`config.mk`:
```
export PLATFORM = sky130hd
export DESIGN_NAME = mem_access_ahb
export DESIGN_NICKNAME = d
export VERILOG_FILES = /design/src/rtl/mem_access_ahb_pkg.sv /design/src/rtl/mem_access_ahb_lane_align.sv /design/src/rtl/mem_access_ahb.sv
export SDC_FILE = /design/constraint.sdc
export NUM_CORES = 1
export LEC_CHECK = 0
export ABC_AREA = 1
export CORE_AREA = 10 10 285 287
export CTS_CLUSTER_DIAMETER = 60
export DETAILED_ROUTE_END_ITERATION = 7
export DIE_AREA = 0 0 295 297
export PLACE_DENSITY_LB_ADDON = 0.12
export SETUP_SLACK_MARGIN = 0.1
export SLEW_MARGIN = 5
export SYNTH_ARGS = -nofsm -noshare
export SYNTH_HDL_FRONTEND = slang
export SYNTH_HIERARCHICAL = 1
export SYNTH_SLANG_ARGS = --single-unit
```
`constraint.sdc`:
```
create_clock -name CLK -period 2.5 [get_ports CLK]
set_input_delay 0.25 -clock CLK [delete_from_list [all_inputs] [get_ports CLK]]
set_output_delay 0.25 -clock CLK [all_outputs]
set_load 0.005 [all_outputs]
```
`src/rtl/mem_access_ahb_pkg.sv`:
```
// Shared encodings for the memory-access stage: funct3 codes, AHB transfer
// types and the stage FSM state type.
package mem_access_ahb_pkg;

  localparam logic [2:0] F3_LB  = 3'd0;
  localparam logic [2:0] F3_LH  = 3'd1;
  localparam logic [2:0] F3_LW  = 3'd2;
  localparam logic [2:0] F3_LD  = 3'd3;
  localparam logic [2:0] F3_LBU = 3'd4;
  localparam logic [2:0] F3_LHU = 3'd5;
  localparam logic [2:0] F3_LWU = 3'd6;
  localparam logic [2:0] F3_BAD = 3'd7;

  localparam logic [1:0] HTRANS_IDLE   = 2'b00;
  localparam logic [1:0] HTRANS_NONSEQ = 2'b10;

  typedef enum logic [1:0] {
    ST_IDLE = 2'd0,
    ST_ADDR = 2'd1,
    ST_DATA = 2'd2
  } state_t;

endpackage

```
`src/rtl/mem_access_ahb_lane_align.sv`:
```
// Combinational byte-lane helper: store strobes and lane replication,
// load right-shift by byte offset followed by sign/zero extension.
module mem_access_ahb_lane_align #(
  parameter int XLEN   = 64,
  parameter int NBYTES = XLEN / 8,
  parameter int OFF_W  = $clog2(NBYTES)
) (
  input  logic [1:0]        i_size,
  input  logic              i_unsigned,
  input  logic [OFF_W-1:0]  i_offset,
  input  logic [XLEN-1:0]   i_wdata,
  input  logic [XLEN-1:0]   i_rdata,
  output logic [NBYTES-1:0] o_strb,
  output logic [XLEN-1:0]   o_wdata,
  output logic [XLEN-1:0]   o_rdata
);

  logic [NBYTES-1:0] w_base;
  logic [XLEN-1:0]   w_sh;
  logic              w_sext;

  always_comb begin
    w_base = '0;
    for (int i = 0; i < NBYTES; i++) w_base[i] = (i < (1 << i_size));
    o_strb = w_base << i_offset;
  end

  always_comb begin
    case (i_size)
      2'd0:    o_wdata = {NBYTES{i_wdata[7:0]}};
      2'd1:    o_wdata = {(NBYTES / 2){i_wdata[15:0]}};
      2'd2:    o_wdata = {(NBYTES / 4){i_wdata[31:0]}};
      default: o_wdata = i_wdata;
    endcase
  end

  // Bits above the access width are filled with the sign (or zero).
  always_comb begin
    w_sh = i_rdata >> {i_offset, 3'b000};
    case (i_size)
      2'd0:    w_sext = w_sh[7]  & ~i_unsigned;
      2'd1:    w_sext = w_sh[15] & ~i_unsigned;
      2'd2:    w_sext = w_sh[31] & ~i_unsigned;
      default: w_sext = 1'b0;
    endcase
    o_rdata = w_sh;
    for (int i = 0; i < XLEN; i++) begin
      if (i >= (8 << i_size)) o_rdata[i] = w_sext;
    end
  end

endmodule

```
`src/rtl/mem_access_ahb.sv`:
```
// Memory-access pipeline stage driving an AHB-lite master port, with
// wait-state handling, fault detection and branch resolution.
module mem_access_ahb
  import mem_access_ahb_pkg::*;
#(
  parameter int XLEN   = 64,
  parameter int ADDR_W = 64
) (
  input  logic                CLK,
  input  logic                RESET,
  input  logic                EN,
  input  logic                LOAD,
  input  logic [2:0]          mem_para,
  input  logic [ADDR_W-1:0]   address,
  input  logic [XLEN-1:0]     value,
  input  logic [XLEN-1:0]     alu_res,
  input  logic [4:0]          rd_i,
  input  logic                write_back,
  input  logic                branch_flag_i,
  input  logic [ADDR_W-1:0]   branch_offset_i,
  input  logic [ADDR_W-1:0]   PC_i,
  input  logic [XLEN-1:0]     HRDATA,
  input  logic                HREADY,
  input  logic                HRESP,
  output logic [ADDR_W-1:0]   HADDR,
  output logic [XLEN-1:0]     HWDATA,
  output logic [XLEN/8-1:0]   HWSTRB,
  output logic                HWRITE,
  output logic [1:0]          HTRANS,
  output logic [2:0]          HSIZE,
  output logic [XLEN-1:0]     res,
  output logic [4:0]          rd_o,
  output logic                mem_write_back_en,
  output logic                take_branch,
  output logic [ADDR_W-1:0]   branch_offset_o,
  output logic [ADDR_W-1:0]   PC_o,
  output logic                busy,
  output logic                fault,
  output logic [1:0]          o_dbg_state
);

  localparam int NBYTES = XLEN / 8;
  localparam int OFF_W  = $clog2(NBYTES);

  state_t             r_state, w_state_next;
  logic               w_squash, w_illegal, w_misaligned, w_mem_go;
  logic [OFF_W-1:0]   w_off, w_mask;
  logic [NBYTES-1:0]  w_strb;
  logic [XLEN-1:0]    w_wdata, w_ldata;

  assign w_off       = address[OFF_W-1:0];
  assign o_dbg_state = r_state;

  mem_access_ahb_lane_align #(.XLEN(XLEN)) u_lane_align (
    .i_size     (mem_para[1:0]),
    .i_unsigned (mem_para[2]),
    .i_offset   (w_off),
    .i_wdata    (value),
    .i_rdata    (HRDATA),
    .o_strb     (w_strb),
    .o_wdata    (w_wdata),
    .o_rdata    (w_ldata)
  );

  // A taken branch kills whatever instruction follows it into this stage.
  always_comb begin
    w_squash     = take_branch;
    w_illegal    = (mem_para == F3_BAD) || (!LOAD && mem_para > F3_LD) ||
                   ((XLEN == 32) && (mem_para[1:0] == 2'd3 || mem_para == F3_LWU));
    w_mask       = OFF_W'((4'd1 << mem_para[1:0]) - 4'd1);
    w_misaligned = |(w_off & w_mask);
    w_mem_go     = EN && !w_squash && !w_illegal && !w_misaligned;
    w_state_next = r_state;
    case (r_state)
      ST_IDLE: if (w_mem_go) w_state_next = ST_ADDR;
      ST_ADDR: w_state_next = ST_DATA;
      ST_DATA: if (HREADY) w_state_next = ST_IDLE;
      default: w_state_next = ST_IDLE;
    endcase
  end

  always_ff @(posedge CLK or negedge RESET) begin
    if (!RESET) r_state <= ST_IDLE;
    else        r_state <= w_state_next;
  end

  always_ff @(posedge CLK or negedge RESET) begin
    if (!RESET) begin
      HADDR <= '0; HWDATA <= '0; HWSTRB <= '0; HWRITE <= 1'b0;
      HTRANS <= HTRANS_IDLE; HSIZE <= '0; res <= '0; rd_o <= '0;
      mem_write_back_en <= 1'b0; take_branch <= 1'b0;
      branch_offset_o <= '0; PC_o <= '0; busy <= 1'b0; fault <= 1'b0;
    end else begin
      fault <= 1'b0;
      case (r_state)
        ST_IDLE: begin
          PC_o            <= PC_i;
          branch_offset_o <= branch_offset_i;
          res             <= alu_res;
          take_branch     <= branch_flag_i && (alu_res == XLEN'(1)) && !w_squash;
          if (w_squash) begin
            rd_o              <= '0;
            mem_write_back_en <= 1'b0;
          end else if (EN) begin
            rd_o              <= rd_i;
            mem_write_back_en <= 1'b0;
            if (w_mem_go) begin
              HTRANS <= HTRANS_NONSEQ;
              HADDR  <= address;
              HWRITE <= !LOAD;
              HSIZE  <= {1'b0, mem_para[1:0]};
              HWSTRB <= LOAD ? '0 : w_strb;
              HWDATA <= LOAD ? '0 : w_wdata;
              busy   <= 1'b1;
            end else begin
              fault <= 1'b1;
            end
          end else begin
            rd_o              <= rd_i;
            mem_write_back_en <= write_back;
          end
        end
        ST_ADDR: begin
          HTRANS            <= HTRANS_IDLE;
          mem_write_back_en <= 1'b0;
        end
        ST_DATA: begin
          if (HREADY) begin
            busy <= 1'b0;
            if (HRESP) begin
              fault <= 1'b1;
            end else if (LOAD) begin
              res               <= w_ldata;
              mem_write_back_en <= write_back;
            end
          end
        end
        default: ;
      endcase
    end
  end

endmodule

```
Word-level counts from Yosys, hierarchy flattened
Cells that the tools add are included.
{"block": "totals", "input_bits": 400, "output_inout_bits": 345, "word_cells": 232, "regBits": 344}
{"block": "op_classes", "n_mux": 97, "n_lt_le_gt_ge": 73, "addsub": 1, "shift": 5, "reduce_logical": 23, "eq_ne": 12, "bitwise": 6}
{"op": "$ge A7 B32 Y1 const A", "n": 32}
{"op": "$ge A6 B32 Y1 const A", "n": 16}
{"op": "$ge A5 B32 Y1 const A", "n": 8}
{"op": "$mux W64", "n": 4}
{"op": "$pmux W64 S3", "n": 1}
{"op": "$ge A4 B32 Y1 const A", "n": 4}
{"op": "$lt A4 B32 Y1 const A", "n": 4}
{"op": "$pmux W64 S2", "n": 1}
{"op": "$mux W1", "n": 78}
{"op": "$eq A64 B1 Y1 const B", "n": 1}
{"op": "$ge A3 B32 Y1 const A", "n": 2}
{"op": "$lt A3 B32 Y1 const A", "n": 2}
{"op": "$shr A64 B6 Y64", "n": 1}
{"op": "$ge A1 B32 Y1 const A", "n": 1}
{"op": "$ge A2 B32 Y1 const A", "n": 1}
{"op": "$lt A1 B32 Y1 const A", "n": 1}
{"op": "$lt A2 B32 Y1 const A", "n": 1}
{"op": "$shl A1 B2 Y32 const A", "n": 1}
{"op": "$shl A4 B2 Y32 const A", "n": 1}
{"op": "$reduce_and A4 Y1", "n": 4}
{"op": "$ne A2 B2 Y1 const B", "n": 6}
{"op": "$mux W2", "n": 5}
{"op": "$mux W8", "n": 1}
{"op": "$shl A8 B3 Y8", "n": 1}
{"op": "other kinds (23)", "n": 40}

Logic depth before layout (Yosys ltp)
{"block": "logic_depth", "word_depth": 10, "ltp_mapped": 15}

Modules after synthesis
Netlist, hierarchy kept.
{"module": "mem_access_ahb", "area_per_inst_um2": 14550.2, "instances": 1, "cells_per_inst": 1744}
{"module": "mem_access_ahb_lane_align", "area_per_inst_um2": 3149.3, "instances": 1, "cells_per_inst": 630}

Worst setup path after synthesis
Ideal clock, no wire load.
{"block": "synth_path", "path_type": "input to register", "start": "input port mem_para[1]", "end": "register HWSTRB[7]", "setup_time_ps": 130, "t_arrival_ps": 1735, "path_slack_ps": 634, "stages": 12, "path_cell_list": "clkinv_1 ha_1 nor2_2 nand2_1 nor2_1 nand2_1 o21ai_0 nand2_1 o21ai_0 a21oi_1 nand2_1 o21ai_1"}
{"block": "synth_between", "elab_cells_between_ends": 24, "classes_between": "add/sub (1); order compare (9); eq/ne (1); shift (3); mux (1); bitwise (1); reduce/logical (8)"}
{"item": "from (decl)", "line": "mem_access_ahb.sv:13", "text": "input logic [2:0] mem_para,"}
{"item": "$shl A1 B2 Y32 (*)", "line": "mem_access_ahb_lane_align.sv:24", "text": "for (int i = 0; i < NBYTES; i++) w_base[i] = (i < (1 << i_size));"}
{"item": "$lt A1 B32 Y1, or another cell as far along", "line": "mem_access_ahb_lane_align.sv:24"}
{"item": "$shl A8 B3 Y8 (*)", "line": "mem_access_ahb_lane_align.sv:25", "text": "o_strb = w_base << i_offset;"}
{"item": "via w_strb[7]", "line": "mem_access_ahb.sv:48", "text": "logic [NBYTES-1:0] w_strb;"}
{"item": "$mux W8 (*)", "line": "mem_access_ahb.sv:112", "text": "HWSTRB <= LOAD ? '0 : w_strb;"}
{"item": "to (signal assigned)", "line": "mem_access_ahb.sv:112"}
{"item": "to (decl)", "line": "mem_access_ahb.sv:27", "text": "output logic [XLEN/8-1:0] HWSTRB,"}
Mark *: on every way through the listed nets, which the timed path passes. The rest lies on a longest branch.
A chain may end at the register's enable or synchronous reset.

Worst setup path after layout
{"block": "layout_path", "start": "input port address[0]", "end": "register res[18]"}
{"block": "layout_between", "elab_chain_len": 8, "elab_cells_between_ends": 10, "classes_between": "shift (1); mux (6); bitwise (3)"}
{"item": "from (decl)", "line": "mem_access_ahb.sv:14", "text": "input logic [ADDR_W-1:0] address,"}
{"item": "$shr A64 B6 Y64 (*)", "line": "mem_access_ahb_lane_align.sv:39", "text": "w_sh = i_rdata >> {i_offset, 3'b000};"}
{"item": "$and A1 B1 Y1, on equally long branches", "line": "mem_access_ahb_lane_align.sv:43, mem_access_ahb_lane_align.sv:41, mem_access_ahb_lane_align.sv:42"}
{"item": "$pmux W1 S3", "line": "mem_access_ahb_lane_align.sv:40", "text": "case (i_size)"}
{"item": "$mux W1 (*)", "line": "mem_access_ahb_lane_align.sv:48", "text": "if (i >= (8 << i_size)) o_rdata[i] = w_sext;"}
{"item": "via w_ldata[18]", "line": "mem_access_ahb.sv:49", "text": "logic [XLEN-1:0] w_wdata, w_ldata;"}
{"item": "$mux W64 (*)", "line": "mem_access_ahb.sv:132", "text": "end else if (LOAD) begin"}
{"item": "$mux W64 (*)", "line": "mem_access_ahb.sv:130", "text": "if (HRESP) begin"}
{"item": "$mux W64 (*)", "line": "mem_access_ahb.sv:128", "text": "if (HREADY) begin"}
{"item": "$pmux W64 S2 (*)", "line": "mem_access_ahb.sv:95", "text": "case (r_state)"}
{"item": "to (signal assigned)", "line": "mem_access_ahb.sv:99", "text": "res <= alu_res;"}
{"item": "to (signal assigned)", "line": "mem_access_ahb.sv:133", "text": "res <= w_ldata;"}
{"item": "to (decl)", "line": "mem_access_ahb.sv:31", "text": "output logic [XLEN-1:0] res,"}
Mark *: on every way through the listed nets, which the timed path passes. The rest lies on a longest branch. The select of a mux whose other input is x is not followed.

==> flow_summary.toml <==
[clocking]
htreeDepth = 2
cts_tree = "done"
clk_pin_slew_worst_paths_ns = 0.06
cts_buffers = 49
post_cts_buffers = 0
root_buffer = "clkbuf_16"
clk_latency_ns = 0.59
cts_buffer_depth = 3
clock_sinks = 343

[grt]
antenna_found_initial = 19
grt_max_degree = 134
grt_usage_pct = 20.5
gr-total-overflow = 0
grt_pass1_vias = 19384
grt_pass1_wl_mm = 135

[timing]
finalSetupViolCount = 0
period_minus_slack_ns = 2.26
finalMaxSlewViolations = 0
fin_crit_sh_pct = 90.4
finClkSkew_ns = 0.0194
hold_violations = 0
fmax_ghz = 0.442
worstMarginPinSlew_ns = 0.767
tns_ns = 0
grt_setup_unrepaired = "yes"
max-slew-margin-rel_pct = 48.8

[logic_synthesis]
yosys_warnings = 6
dominantRegCellSynth = "dfrtp_1"
seq_area_frac_synth_pct = 48.5
yosysTopAreaCell = "dfrtp_1"
ys_types = 43
ys_seq_elements = 343
async_flop_share_pct = 100
syn_area_um2 = 17700
netlist_instances = 2374
ys_top_cells_by_area = "dfrtp_1 (48%), nand2_1 (25%), o21ai_0 (4.2%), nand3_1 (3.3%), inv_1 (3.3%)"
synth_edf_count = 0
avgSynthCellArea_um2 = 7.46
synth.top_cell.area_share_pct = 48.5

[place]
hpwl_mm = 73.4
place.gp.congestion = 0.909
port-buffer-count = 742

[floorplanning]
fp.dieW_um = 295
rows = 101
io_pins = 745
die_area_um2 = 87600
core_area_um2 = 75400
die_h_um = 297
start_util_pct = 23.5

[critical_path]
startpoint_type = "input port"
worstPathCellList = "dlygate4sd3_1, clkbuf_4, buf_12, buf_12, nand2_1, o21ai_0, nand2_1, o221ai_1, nand2_1, nand2_1, nand2_1, nand2_1, nand2_1, o21ai_0"
crit_family = "buffers and inverters"
end_kind = "register"
worst-endpoint-arrival_ns = 2.77
crit_type = "input port to register"
cp.required_ns = 3.01
cpMostUsedCell = "nand2_1"
slowest_stage = "dlygate4sd3_1"
crit_path_max_fanout = 65
timing.critical_path.buf_inv = 4
crit_path_max_incr_delay_ns = 0.54

[job]
drv_cap = 0

[cells_and_area]
ff_latch_area_um2 = 8580
area_delta_synth_final_pct = 61.1
final_util_pct = 37.8
fillCellCount = 7786
num-nets-final = 3554
layout_common_cells = "nand2_1 (1159), clkdlybuf4s50_1 (740), dfrtp_1 (343), inv_1 (152), o21ai_0 (150)"
mostFrequentLayoutCell = "nand2_1"
multiInputGateArea_um2 = 7720
drive_gt1_share_pct = 8.99

[power]
ir_drop_mv = 0.665
power_density_nw_per_um2 = 1080
leakagePower_nw = 13.4

[worst_hold_path]
hold_path_class = "input port to register"

[route]
vias = 18854
vias_per_cell = 4.51
drt-total-wl_mm = 92.9
drc = 0
detail_route.wl_per_cell_um = 22.2
postRouteAntennaNets = 0
firstDrtPassIters = 6
dr.first_iter.drc_count = 1444

[run_status]
status = "finished clean"
-- worst paths after layout --
| check | end | cells after the start | from | slack (ns) |
|---|---|---|---|---|
| hold reg to reg | branch_offset_o[23] | 2 | branch_offset_o[23] | 0.47 |
| setup / recovery | res[18] | 14 | address[0] | 0.24 |
| max in group asynchronous | HWDATA[28] | 3 | RESET | 1.38 |
| hold / removal | branch_offset_o[26] | 3 | branch_offset_i[26] | 0.20 |
| setup reg to reg | res[17] | 9 | o_dbg_state[0] | 0.55 |
| min in group asynchronous | res[4] | 2 | RESET | 0.27 |
-- cell type report --
cell class,instances,share of cell area [%]
repair buffers,866,30.5
flip-flops and latches,343,30.1
multi-input cells,1719,27.1
clock buffers,66,4.70
well taps,978,4.29
inverters,164,2.20
clock inverters,22,0.974
diodes,18,0.158
repair inverters,1,0.0175
-- per-layer routing --
| metal | part of all wire [%] | GRT usage, % | vias to the layer above |
|---|---|---|---|
| li1 | - | - | 9042 |
| met1 | 40 | 24.7 | 9052 |
| met2 | 50 | 34.8 | 644 |
| met3 | 7.3 | 5.31 | 116 |
| met4 | 2.6 | 7.27 | 0 |
| met5 | 0 | 0 | - |
-- per-stage QoR --
stage / cell area (µm²) / setup slack [ns] / instances / hold slack (ns) / power (mW)
3_5_place_dp: 26800 / -0.203 / 4068 / 0.327 / 24.0
3_3_place_gp: 26800 / -0.117 / 4068 / 0.324 / 23.9
5_1_grt: 28500 / 0.0899 / 4175 / 0.180 / 32.9
2_1_floorplan: 17700 / 0.634 / 2375 / -0.0456 / 14.7
6_report: 28500 / 0.240 / 4177 / 0.201 / 30.8
4_1_cts: 28500 / 0.289 / 4158 / 0.151 / 31.3
-- state kept, by name, summed over array words and instances, names as in the netlist, 2 cells and up --
name             cells
HADDR               64
HWDATA              64
PC_o                64
branch_offset_o     64
res                 64
HWSTRB               8
rd_o                 5
HSIZE                2
o_dbg_state          2
-- timing repair --
item	CTS	global route
setup endpoints to repair	0	9
hold endpoints to repair	58	0
gates resized for setup	0	4
hold buffers	2	0
-- cells in the mapped netlist, types with 10 or more instances --
| master | number |
|---|---|
| o21ai_2 | 44 |
| o221ai_1 | 14 |
| nand4_1 | 19 |
| buf_4 | 19 |
| inv_1 | 154 |
| dfrtp_1 | 343 |
| ha_1 | 10 |
| o21ai_0 | 150 |
| nand2_1 | 1159 |
| buf_2 | 41 |
| o211ai_1 | 24 |
| o21ai_1 | 58 |
| nand3_1 | 118 |
| nor2_1 | 54 |
| a21oi_1 | 10 |
| clkbuf_1 | 67 |
| o22ai_1 | 10 |
| buf_6 | 18 |
-- worst min-delay path, cell delays in order --
cell	delay, ns
clkdlybuf4s50_1	0.39
nand2_1	0.06
nand2_1	0.05
-- report_power, final --
part,internal (mW),switching (mW)
Clock,4.29,2.79
Sequential,8.18,1.62
Combinational,6.99,6.92
-- logic make-up (layout without fill, tap and decap cells) --
kind of cell | count (synthesis) | in the layout | synth area share (%)
compound gates | 321 | 321 | 11.0
fa+ha+maj | 10 | 10 | 0.707
buf+inv | 313 | 1119 | 8.12
flops | 343 | 343 | 48.5
mux | 7 | 7 | 0.396
other cells | 1 | 20 | 0.0212
simple gates | 1379 | 1379 | 31.3
Power figures use the tool's default switching activity.
